### config.mk
export PLATFORM = sky130hd
export DESIGN_NAME = mem_port_arbiter
export DESIGN_NICKNAME = d
export VERILOG_FILES = /design/src/rtl/mem_port_arbiter_pkg.sv /design/src/rtl/mem_port_arbiter_pick.sv /design/src/rtl/mem_port_arbiter.sv
export SDC_FILE = /design/constraint.sdc
export NUM_CORES = 1
export LEC_CHECK = 0
export CAP_MARGIN = 0
export CORE_AREA = 2 2 343 345
export DETAILED_ROUTE_END_ITERATION = 8
export DIE_AREA = 0 0 345 347
export PLACE_DENSITY = 0.3
export SYNTH_ARGS = -nofsm -noshare
export SYNTH_HDL_FRONTEND = slang
export SYNTH_SLANG_ARGS = --single-unit
### constraint.sdc
create_clock -name clk -period 5.9 [get_ports clk]
set_input_delay 1.18 -clock clk [delete_from_list [all_inputs] [get_ports clk]]
set_output_delay 1.18 -clock clk [all_outputs]
set_load 0.01 [all_outputs]
### src/rtl/mem_port_arbiter_pkg.sv
// Shared encodings for the two-port DataMemory arbiter: FSM states and requester ids.
package mem_port_arbiter_pkg;

  typedef enum logic [1:0] {
    ARB_IDLE    = 2'd0,
    ARB_ISSUE   = 2'd1,
    ARB_WAIT_RD = 2'd2,
    ARB_WAIT_WR = 2'd3
  } arb_state_t;

  localparam logic PORT_I = 1'b0;
  localparam logic PORT_D = 1'b1;

endpackage

### src/rtl/mem_port_arbiter_pick.sv
// Combinational two-way picker. MEM_ARB_RR_EN selects round-robin on ties
// (pointer = preferred port); otherwise the D-cache always wins a tie.
module arb_pick2
  import mem_port_arbiter_pkg::*;
(
  input  logic [1:0] req,
  input  logic       pointer,
  output logic       winner,
  output logic       any
);

  assign any = |req;

`ifdef MEM_ARB_RR_EN
  always_comb begin
    if (&req) begin
      winner = pointer;
    end else begin
      winner = req[PORT_D] ? PORT_D : PORT_I;
    end
  end
`else
  logic pointer_unused;
  assign pointer_unused = pointer;
  assign winner = req[PORT_D] ? PORT_D : PORT_I;
`endif

endmodule

### src/rtl/mem_port_arbiter.sv
// Shares one line-wide DataMemory port between the I-cache (port 0) and D-cache (port 1).
// Tie policy is round-robin when MEM_ARB_RR_EN is defined, fixed D-cache priority otherwise.
module mem_port_arbiter
  import mem_port_arbiter_pkg::*;
#(
  parameter int LINE_SIZE = 16,
  parameter int ADDR_W    = 32
) (
  input  logic                   clk,
  input  logic                   reset,
  input  logic                   p0_req,
  input  logic                   p0_rw,
  input  logic [ADDR_W-1:0]      p0_addr,
  input  logic [LINE_SIZE*8-1:0] p0_din,
  output logic                   p0_done,
  output logic [LINE_SIZE*8-1:0] p0_dout,
  input  logic                   p1_req,
  input  logic                   p1_rw,
  input  logic [ADDR_W-1:0]      p1_addr,
  input  logic [LINE_SIZE*8-1:0] p1_din,
  output logic                   p1_done,
  output logic [LINE_SIZE*8-1:0] p1_dout,
  output logic                   mem_input_valid,
  output logic                   mem_read,
  output logic                   mem_write,
  output logic [ADDR_W-1:0]      mem_addr,
  output logic [LINE_SIZE*8-1:0] mem_din,
  input  logic                   mem_ready,
  input  logic                   mem_output_valid,
  input  logic [LINE_SIZE*8-1:0] mem_dout,
  output logic                   grant_id
);

  localparam int LW = LINE_SIZE * 8;

  arb_state_t        state, state_nxt;
  logic              grant_q;
  logic              rw_q;
  logic [ADDR_W-1:0] addr_q;
  logic [LW-1:0]     din_q;
  logic              winner, any, pointer, take, done, fill;

  assign take = (state == ARB_IDLE) && any && mem_ready;

`ifdef MEM_ARB_RR_EN
  // Holds the complement of the preferred port, so the reset value 0 favours the D-cache
  // and each grant hands preference to the other port.
  logic ptr_q;

  always_ff @(posedge clk) begin
    if (reset) begin
      ptr_q <= 1'b0;
    end else if (take) begin
      ptr_q <= winner;
    end
  end

  assign pointer = ~ptr_q;
`else
  assign pointer = 1'b0;
`endif

  arb_pick2 u_pick (
    .req     ({p1_req, p0_req}),
    .pointer (pointer),
    .winner  (winner),
    .any     (any)
  );

  always_ff @(posedge clk) begin
    if (reset) begin
      state   <= ARB_IDLE;
      grant_q <= PORT_I;
    end else begin
      state <= state_nxt;
      if (take) begin
        grant_q <= winner;
      end
    end
  end

  // Transaction latch: only meaningful while not IDLE, so it carries no reset.
  always_ff @(posedge clk) begin
    if (take) begin
      rw_q   <= (winner == PORT_D) ? p1_rw   : p0_rw;
      addr_q <= (winner == PORT_D) ? p1_addr : p0_addr;
      din_q  <= (winner == PORT_D) ? p1_din  : p0_din;
    end
  end

  always_comb begin
    state_nxt       = state;
    mem_input_valid = 1'b0;
    mem_read        = 1'b0;
    mem_write       = 1'b0;
    done            = 1'b0;
    case (state)
      ARB_IDLE: begin
        if (take) begin
          state_nxt = ARB_ISSUE;
        end
      end
      ARB_ISSUE: begin
        mem_input_valid = 1'b1;
        mem_read        = ~rw_q;
        mem_write       = rw_q;
        state_nxt       = rw_q ? ARB_WAIT_WR : ARB_WAIT_RD;
      end
      ARB_WAIT_RD: begin
        mem_read = 1'b1;
        if (mem_output_valid) begin
          done      = 1'b1;
          state_nxt = ARB_IDLE;
        end
      end
      ARB_WAIT_WR: begin
        mem_write = 1'b1;
        if (mem_ready) begin
          done      = 1'b1;
          state_nxt = ARB_IDLE;
        end
      end
      default: state_nxt = ARB_IDLE;
    endcase
  end

  // Completion is forwarded combinationally and steered to the owner only.
  assign fill     = done && (state == ARB_WAIT_RD);
  assign p0_done  = done && (grant_q == PORT_I);
  assign p1_done  = done && (grant_q == PORT_D);
  assign p0_dout  = (fill && (grant_q == PORT_I)) ? mem_dout : '0;
  assign p1_dout  = (fill && (grant_q == PORT_D)) ? mem_dout : '0;
  assign mem_addr = (state != ARB_IDLE) ? addr_q : '0;
  assign mem_din  = ((state != ARB_IDLE) && rw_q) ? din_q : '0;
  assign grant_id = grant_q;

endmodule
# Word-level counts from Yosys, hierarchy flattened

Cells that the tools add are included.

Register bits: 164
Bits of input ports: 456
Output and inout port bits: 422
Logic and storage cells: 44

Eq/ne operators: 6
Muxes and demuxes: 19
Bitwise gates (word level): 2
Reductions and logical operators: 12

Operators with widths:

| cell                                                             | number |
|---|---|
| 128-bit 2-to-1 mux                                               | 4 |
| 32-bit 2-to-1 mux                                                | 2 |
| 1-bit logical AND                                                | 8 |
| 2-bit one-hot mux with 4 select lines                            | 1 |
| 1-bit 2-to-1 mux                                                 | 6 |
| 2-bit 2-to-1 mux                                                 | 3 |
| 2-bit inequality test (second input constant)                    | 3 |
| 1-bit one-hot mux with 2 select lines                            | 3 |
| 2-bit == test (second input constant)                            | 2 |
| 3-bit AND reduction                                              | 1 |
| 2-bit by 1-bit == test with 1-bit output (second input constant) | 1 |
| 2-bit zero test                                                  | 1 |
| 1-bit inverter                                                   | 2 |
| 2-bit nonzero test                                               | 1 |
| 2-bit OR reduction                                               | 1 |

# Logic depth before layout (Yosys ltp)

Gate-level depths: netlist of the first run.

Depth in word-level cells: 5
Mapped depth: 7

# By module

A second synthesis of the first run with hierarchy kept.

Cell total of the unflattened synthesis: 843
Area total of the unflattened synthesis: 10073.4 um^2

Modules (own cells, without submodules):

| module           | times used | cells an instance | area each (um^2) | seq. area each (um^2) |
|---|---|---|---|---|
| mem_port_arbiter | 1          | 841               | 10059.6          | 4894.7 |
| arb_pick2        | 1          | 2                 | 13.8             | 0.0 |

# Least setup slack after synthesis of the first run

OpenSTA, ideal clock, no wires.

Path type: input-to-reg
From: in p1_req
To: reg addr_q[0], enable pin
Library setup time: 0.514 ns
Arrival time: 4.969 ns
Required time: 5.386 ns
Setup slack: 0.417 ns
Cell stages on the path: 4
Path through: buf_2 > buf_2 > buf_2 > o211a_1

Word-level cells in the longest chain between the ends: 3

RTL lines:

| element                        | RTL line                    | source |
|---|---|---|
| from (decl)                    | mem_port_arbiter.sv:17      | `input logic p1_req,` |
| 2-bit OR reduction             | mem_port_arbiter_pick.sv:12 | `assign any = \|req;` |
| 1-bit logical AND (2 in a row) | mem_port_arbiter.sv:43      | `assign take = (state == ARB_IDLE) && any && mem_ready;` |
| via take                       | mem_port_arbiter.sv:41      | `logic winner, any, pointer, take, done, fill;` |
| to (signal assigned)           | mem_port_arbiter.sv:86      | `addr_q <= (winner == PORT_D) ? p1_addr : p0_addr;` |
| to (decl)                      | mem_port_arbiter.sv:39      | `logic [ADDR_W-1:0] addr_q;` |

The timed path passes the listed nets, and every way through them passes these cells.
A chain may end at the register's enable or synchronous reset.

# Worst setup path in the final report of the first run

From: in mem_ready
To: out p1_dout[18]

Word-level cells in the longest chain between the ends: 5

RTL lines:

| element                               | RTL line                | source |
|---|---|---|
| from (decl)                           | mem_port_arbiter.sv:28  | `input logic mem_ready,` |
| 1-bit 2-to-1 mux                      | mem_port_arbiter.sv:118 | `if (mem_ready) begin` |
| 1-bit one-hot mux with 2 select lines | mem_port_arbiter.sv:97  | `case (state)` |
| 1-bit logical AND                     | mem_port_arbiter.sv:128 | `assign fill = done && (state == ARB_WAIT_RD);` |
| 1-bit logical AND                     | mem_port_arbiter.sv:132 | `assign p1_dout = (fill && (grant_q == PORT_D)) ? mem_dout : '0;` |
| 128-bit 2-to-1 mux                    | mem_port_arbiter.sv:132 |  |
| to (decl)                             | mem_port_arbiter.sv:22  | `output logic [LINE_SIZE*8-1:0] p1_dout,` |

No other way between the ends.

==> results.json, run 1 <==
{
  "cts.repair.resized": 0,
  "grt_use_total_pct": 12.08,
  "core_area_um2": 115700,
  "dp_hpwl_um": 62180,
  "die_area_um2": 119700,
  "rsz0062_at_grt": "false",
  "wire_per_inst_um": 22.97,
  "die_width_um": 345,
  "switching_share_pct": 34.32,
  "syn_area_um2": 10030,
  "max_slew_margin_pct": 42.74,
  "setup_tns_ps": 0,
  "leakagePower_nw": 7.092,
  "drive_above_1_share_pct": 12.36,
  "min_path_type": "reg2reg",
  "multi_input_area_um2": 4703,
  "startpoint_type": "input pin",
  "ys_seq_area_share_pct": 48.81,
  "numCtsBuffers": 17,
  "finalSetupViolCount": 0,
  "synth.largest_area_cell": "edfxtp_1",
  "utilization_pct": 18.24,
  "viasPerCell": 3.025,
  "dr.first_iter.drc_count": 329,
  "ys_ff_latch": 164,
  "synthCells": 844,
  "worstSetupPathType": "in2out",
  "hold_viol": 0,
  "syn_avg_cell_area_um2": 11.88,
  "final_max_slew_viol_count": 0,
  "combPwrFrac_pct": 41.5,
  "fin_nets": 2148,
  "grt_pass1_vias": 10277,
  "timing.fmax_ghz": 0.2070,
  "clock-sinks": 164,
  "crit_required_ps": 4720,
  "place_congestion": 0.8460,
  "yosysUniqueCellTypes": 26,
  "p_seq_share_pct": 32.5,
  "seq_area_um2": 4895,
  "dpl_cell_area_um2": 20470,
  "ant_nets": 0,
  "placementRows": 125,
  "synth_top_area_share_pct": 48.21,
  "powerDensity_nw_per_um2": 232.3,
  "clockPowerShare_pct": 25.9,
  "die_h_um": 347,
  "start_util_pct": 8.665,
  "grt_overflow": 0,
  "finalCritPeriodShare_pct": 81.86,
  "path_clk_slew_ps": 90,
  "io_pins": 878,
  "synthTopCellsByArea": "edfxtp_1 48%, and2_1 24%, mux2_2 18%",
  "cts_max_path_buffers": 2,
  "port_buffers": 877,
  "drv_cap": 0,
  "tightest_slew_ps": 857.0,
  "post_cts_buffers": 0,
  "wl_um": 74350,
  "cts_tree": "yes",
  "h-tree-depth": 4,
  "ir_drop_v": 0.0002281,
  "area_growth_pct": 110.6,
  "yosysWarnings": 0,
  "final_area_um2": 21120,
  "synthesis.nets": 1306,
  "clockRootBuffer": "clkbuf_16",
  "cp_max_fo": 128,
  "cts_hold_buf": 0,
  "antenna_found_initial": 37,
  "dr.pass1.iters": 4,
  "grt_max_degree": 129,
  "drc": 0,
  "clk_latency_ps": 510,
  "endpoint_kind": "output port",
  "period_needed_ps": 4830,
  "switchingPower_mw": 1.683,
  "clock_skew_ps": 17.50,
  "fillCellCount": 12744,
  "arrival_ps": 3650,
  "p_int_mw": 3.222,
  "grt_pass1_wl_um": 97080,
  "num_vias": 9793,
  "status": "completed"
}
==> critical path: stages <==
cell and delay [ps]:
clkdlybuf4s50_1 610, nand2_1 210, a211oi_4 290, buf_12 420, and2_1 200, clkdlybuf4s50_1 700
==> cells by family after synthesis <==
group | Yosys count | synth area share [%]
compound gates | 10 | 0.8109
fa+ha+maj | 6 | 0.7486
buf+inv | 70 | 4.616
flops | 164 | 48.81
mux | 163 | 18.29
simple gates | 431 | 26.72
==> power groups by stage <==
stage          sequential [mW]  combinational [mW]  clock [mW]
6_report                  1.60                2.04        1.27
5_1_grt                   1.62                2.21        1.37
3_5_place_dp              1.63                2.12           0
4_1_cts                   1.60                2.14        1.35
2_1_floorplan             1.64               0.718           0
3_3_place_gp              1.63                2.14           0
==> cell usage after synthesis <==
cell / number
a222oi_1: 1
nand3_1: 1
buf_2: 20
a211oi_2: 2
clkbuf_1: 16
o21a_1: 1
o21ai_0: 1
and2_1: 386
mux2i_1: 1
nor2b_1: 34
nand2b_1: 3
mux2_2: 162
buf_4: 6
nand2_1: 3
clkbuf_2: 2
a21oi_1: 2
inv_1: 6
edfxtp_1: 161
ha_1: 6
a32oi_1: 1
o211a_1: 1
or3_1: 1
buf_6: 20
nor2_1: 3
dfxtp_1: 3
o21ai_1: 1
==> per-stage QoR <==
step | cells | hold WS (ps) | power (mW) | setup WS (ps)
after floorplan | 844 | 495.9 | 2.355 | 417.1
after global placement | 3191 | 521.1 | 3.762 | 1046
after detailed placement | 3191 | 537.5 | 3.751 | 1036
after CTS | 3223 | 553.0 | 5.090 | 1021
after global routing | 3223 | 599.9 | 5.203 | 916.9
final | 3237 | 548.6 | 4.905 | 1070
==> flip-flops by register name, indices dropped and copies added (netlist names) <==
signal and count:
addr_q 32, din_q 128, grant_id 1, rw_q 1, state 2
==> layout by cell type (no fill, tap or decap), types with 2 or more instances in the layout <==
master / n
nor2b_1: 33
diode_2: 14
nand2b_1: 3
inv_8: 3
ha_1: 5
inv_1: 6
a211oi_4: 2
clkdlybuf4s50_1: 876
bufinv_16: 2
nor2_1: 3
clkbuf_16: 17
a21oi_1: 2
dfxtp_1: 3
mux2_2: 162
clkinvlp_4: 3
nand2_1: 3
edfxtp_1: 161
and2_1: 386
inv_6: 6
buf_4: 3
buf_12: 7
==> cell type report <==
cell class	count	area share, %
diodes	14	0.1659
clock buffers	17	2.015
clock inverters	15	0.8770
inverters	6	0.1067
multi-input cells	610	22.27
flip-flops and latches	164	23.18
well taps	1524	9.031
repair buffers	887	42.35
==> routing by layer <==
layer  part of all wire [%]  global-route usage (%)  wire, µm  vias up
li1                       -                       -         -     4546
met1                     35                   11.84     25860     4674
met2                     54                   23.02     40430      477
met3                    9.2                   5.443      6835       70
met4                    1.4                   2.703      1059       26
met5                   0.22                       0       165        -
==> worst paths after layout <==
check / end / slack (ps) / start / depth (start not counted)
max: p1_dout[18] / 1070 / mem_ready / 6
min: state[1]$_SDFFE_PP0P_ / 550 / state[1]$_SDFFE_PP0P_ / 2
max reg2reg: addr_q[10]$_DFFE_PP_ / 3300 / state[0]$_SDFFE_PP0P_ / 5
min reg2reg: state[1]$_SDFFE_PP0P_ / 550 / state[1]$_SDFFE_PP0P_ / 2
Note: power is estimated with default switching activity, not from simulation.
==> inputs of run 2 (changes only) <==
clock period = 4.5 ns   (was 5.9 ns; I/O delays follow)
==> run 2 against run 1 <==
  * First-iteration DRC count increased by 15%
  * Sequential share of layout area decreased by 0.17 points
  * Global-route usage decreased by 0.67 points
  * Cell area increased by 0.76%
  * Non-clock buffer count increased by 9
  * Critical path depth unchanged
  * Clock skew decreased by 3.6 ps
  * Combinational power increased by 30%
  * Sequential power increased by 30%
  * Via count increased by 0.96%
  * Largest power group unchanged
  * Highest routed layer unchanged
==> results.json, run 2 (synthesis results as in run 1) <==
{
  "status": "completed",
  "powerDensity_nw_per_um2": 300.8,
  "min_path_type": "reg2reg",
  "utilization_pct": 18.38,
  "wl_um": 70010,
  "grt_pass1_vias": 10412,
  "crit_required_ps": 3600,
  "setup_slack_ps": 382.9,
  "cts_tree": "yes",
  "grt_max_degree": 129,
  "drive_above_1_share_pct": 14.11,
  "cp_max_fo": 63,
  "largest_reg_flops": 128,
  "grt_overflow": 0,
  "area_growth_pct": 112.2,
  "seq_area_um2": 4895,
  "timing.rr.end": "din_q[31]$_DFFE_PP_",
  "place_congestion": 0.8011,
  "holdPathEnd": "state[1]$_SDFFE_PP0P_",
  "reg2reg_depth": 5,
  "multi_input_area_um2": 4703,
  "dr.pass1.iters": 4,
  "placementRows": 125,
  "final_max_slew_viol_count": 0,
  "wire_per_inst_um": 21.60,
  "dp_hpwl_um": 58930,
  "hold_viol": 0,
  "viasPerCell": 3.050,
  "post_cts_buffers": 0,
  "clock-sinks": 164,
  "leakagePower_nw": 7.227,
  "period_needed_ps": 4117,
  "finalSetupViolCount": 0,
  "top_register": "din_q",
  "arrival_ps": 3220,
  "h-tree-depth": 4,
  "worstHoldStart": "state[1]$_SDFFE_PP0P_",
  "grt_pass1_wl_um": 92880,
  "max_slew_margin_pct": 35.68,
  "clockRootBuffer": "clkbuf_16",
  "io_pins": 878,
  "ant_nets": 0,
  "layout_common_cells": "852 x clkdlybuf4s50_1, 386 x and2_1, 162 x mux2_2",
  "finalPower_mw": 6.400,
  "core_area_um2": 115700,
  "num_vias": 9887,
  "numCtsBuffers": 17,
  "worstSetupPathType": "in2out",
  "die_width_um": 345,
  "rsz0062_at_grt": "false",
  "cp_common_cell": "clkdlybuf4s50_1",
  "pre_cts_ws_ps": 299.4,
  "cts.repair.resized": 0,
  "antenna_found_initial": 38,
  "rr_startpoint": "state[0]$_SDFFE_PP0P_",
  "cts_hold_buf": 0,
  "drv_cap": 0,
  "port_buffers": 877,
  "die_h_um": 347,
  "timing.fmax_ghz": 0.2429,
  "setup_tns_ps": 0,
  "rrSetupSlack_ps": 1790,
  "cp_cell_sequence": "clkdlybuf4s50_1 > nand2_1 > a211oi_4 > buf_12 > and2_1 > clkdlybuf4s50_1",
  "grt_use_total_pct": 11.41,
  "min_path_cells": 2,
  "tightest_slew_ps": 964.8,
  "startpoint_type": "input pin",
  "dr.first_iter.drc_count": 378,
  "endpoint_kind": "output port",
  "path_clk_slew_ps": 70,
  "fin_nets": 2157,
  "start_util_pct": 8.665,
  "slowest_stage": "clkdlybuf4s50_1",
  "reg_top3": "din_q x128, addr_q x32, state x2",
  "cts_max_path_buffers": 2,
  "drc": 0,
  "die_area_um2": 119700,
  "clk_latency_ps": 490,
  "finalCritPeriodShare_pct": 91.49,
  "clock_skew_ps": 13.88,
  "ir_drop_v": 0.0002246,
  "fillCellCount": 12799,
  "layout_commonest_cell": "clkdlybuf4s50_1",
  "slowest_delay_ps": 670
}
-- run 2: changes by cell type in the layout (fill, tap and decap cells not counted) --
| cell | change |
|---|---|
| clkbuf_1 | +1 |
| bufinv_16 | +1 |
| clkinvlp_4 | -1 |
| clkinv_1 | +1 |
| buf_4 | +21 |
| buf_12 | +12 |
| inv_6 | -3 |
| clkinv_4 | +1 |
| diode_2 | -4 |
| clkdlybuf4s50_1 | -24 |
-- run 2: per-stage QoR --
stage               std cells  instance area, µm²  hold WS, ps
floorplan                 844               10030        495.9
global placement         3200               20630        519.5
detailed placement       3200               20630        543.3
CTS                      3232               21250        555.6
global route             3232               21250        578.8
finish                   3242               21280        551.6
-- run 2: layer usage --
layer | part of all wire, % | GRT usage [%] | vias to the layer above
met5 | 0.28 | 0 | -
met3 | 9.9 | 5.416 | 67
li1 | - | - | 4565
met4 | 1.2 | 2.157 | 34
met1 | 38 | 12.33 | 4680
met2 | 51 | 20.29 | 541
-- run 2: critical path, delay by kind of cell --
kind	cells	cell delay (ps)
and+or+nand+nor	2	370
buffers and inverters	3	1530
AOI/OAI and AO/OA	1	400
-- run 2: cell type report --
type                       count  area share [%]
antenna                       10          0.1176
clock buffer                  18           2.017
clock inverter                14          0.9116
inverter                       6          0.1059
multi-input combinational    610           22.11
sequential                   164           23.01
tap                         1524           8.963
timing repair buffer         896           42.77
-- run 2: power breakdown --
| group | internal [mW] | switching [mW] | total [mW] | leakage, nW |
|---|---|---|---|---|
| Clock | 0.893 | 0.773 | 1.67 | 0.298 |
| Sequential | 2.02 | 0.0549 | 2.08 | 1.54 |
| Combinational | 1.38 | 1.28 | 2.66 | 5.39 |
-- run 2: worst max-delay path by stage --
| stage | startpoint | slack, ps | cells after the start | end |
|---|---|---|---|---|
| 2_1_floorplan | p1_req | 360 | 4 | addr_q[0]$_DFFE_PP_ |
| 3_3_place_gp | mem_ready | 350 | 6 | p1_dout[123] |
| 3_5_place_dp | mem_ready | 300 | 6 | p1_dout[123] |
| 4_1_cts | mem_ready | 290 | 6 | p1_dout[123] |
| 5_1_grt | mem_ready | 240 | 6 | p1_dout[123] |
| 6_report | mem_ready | 380 | 6 | p1_dout[123] |
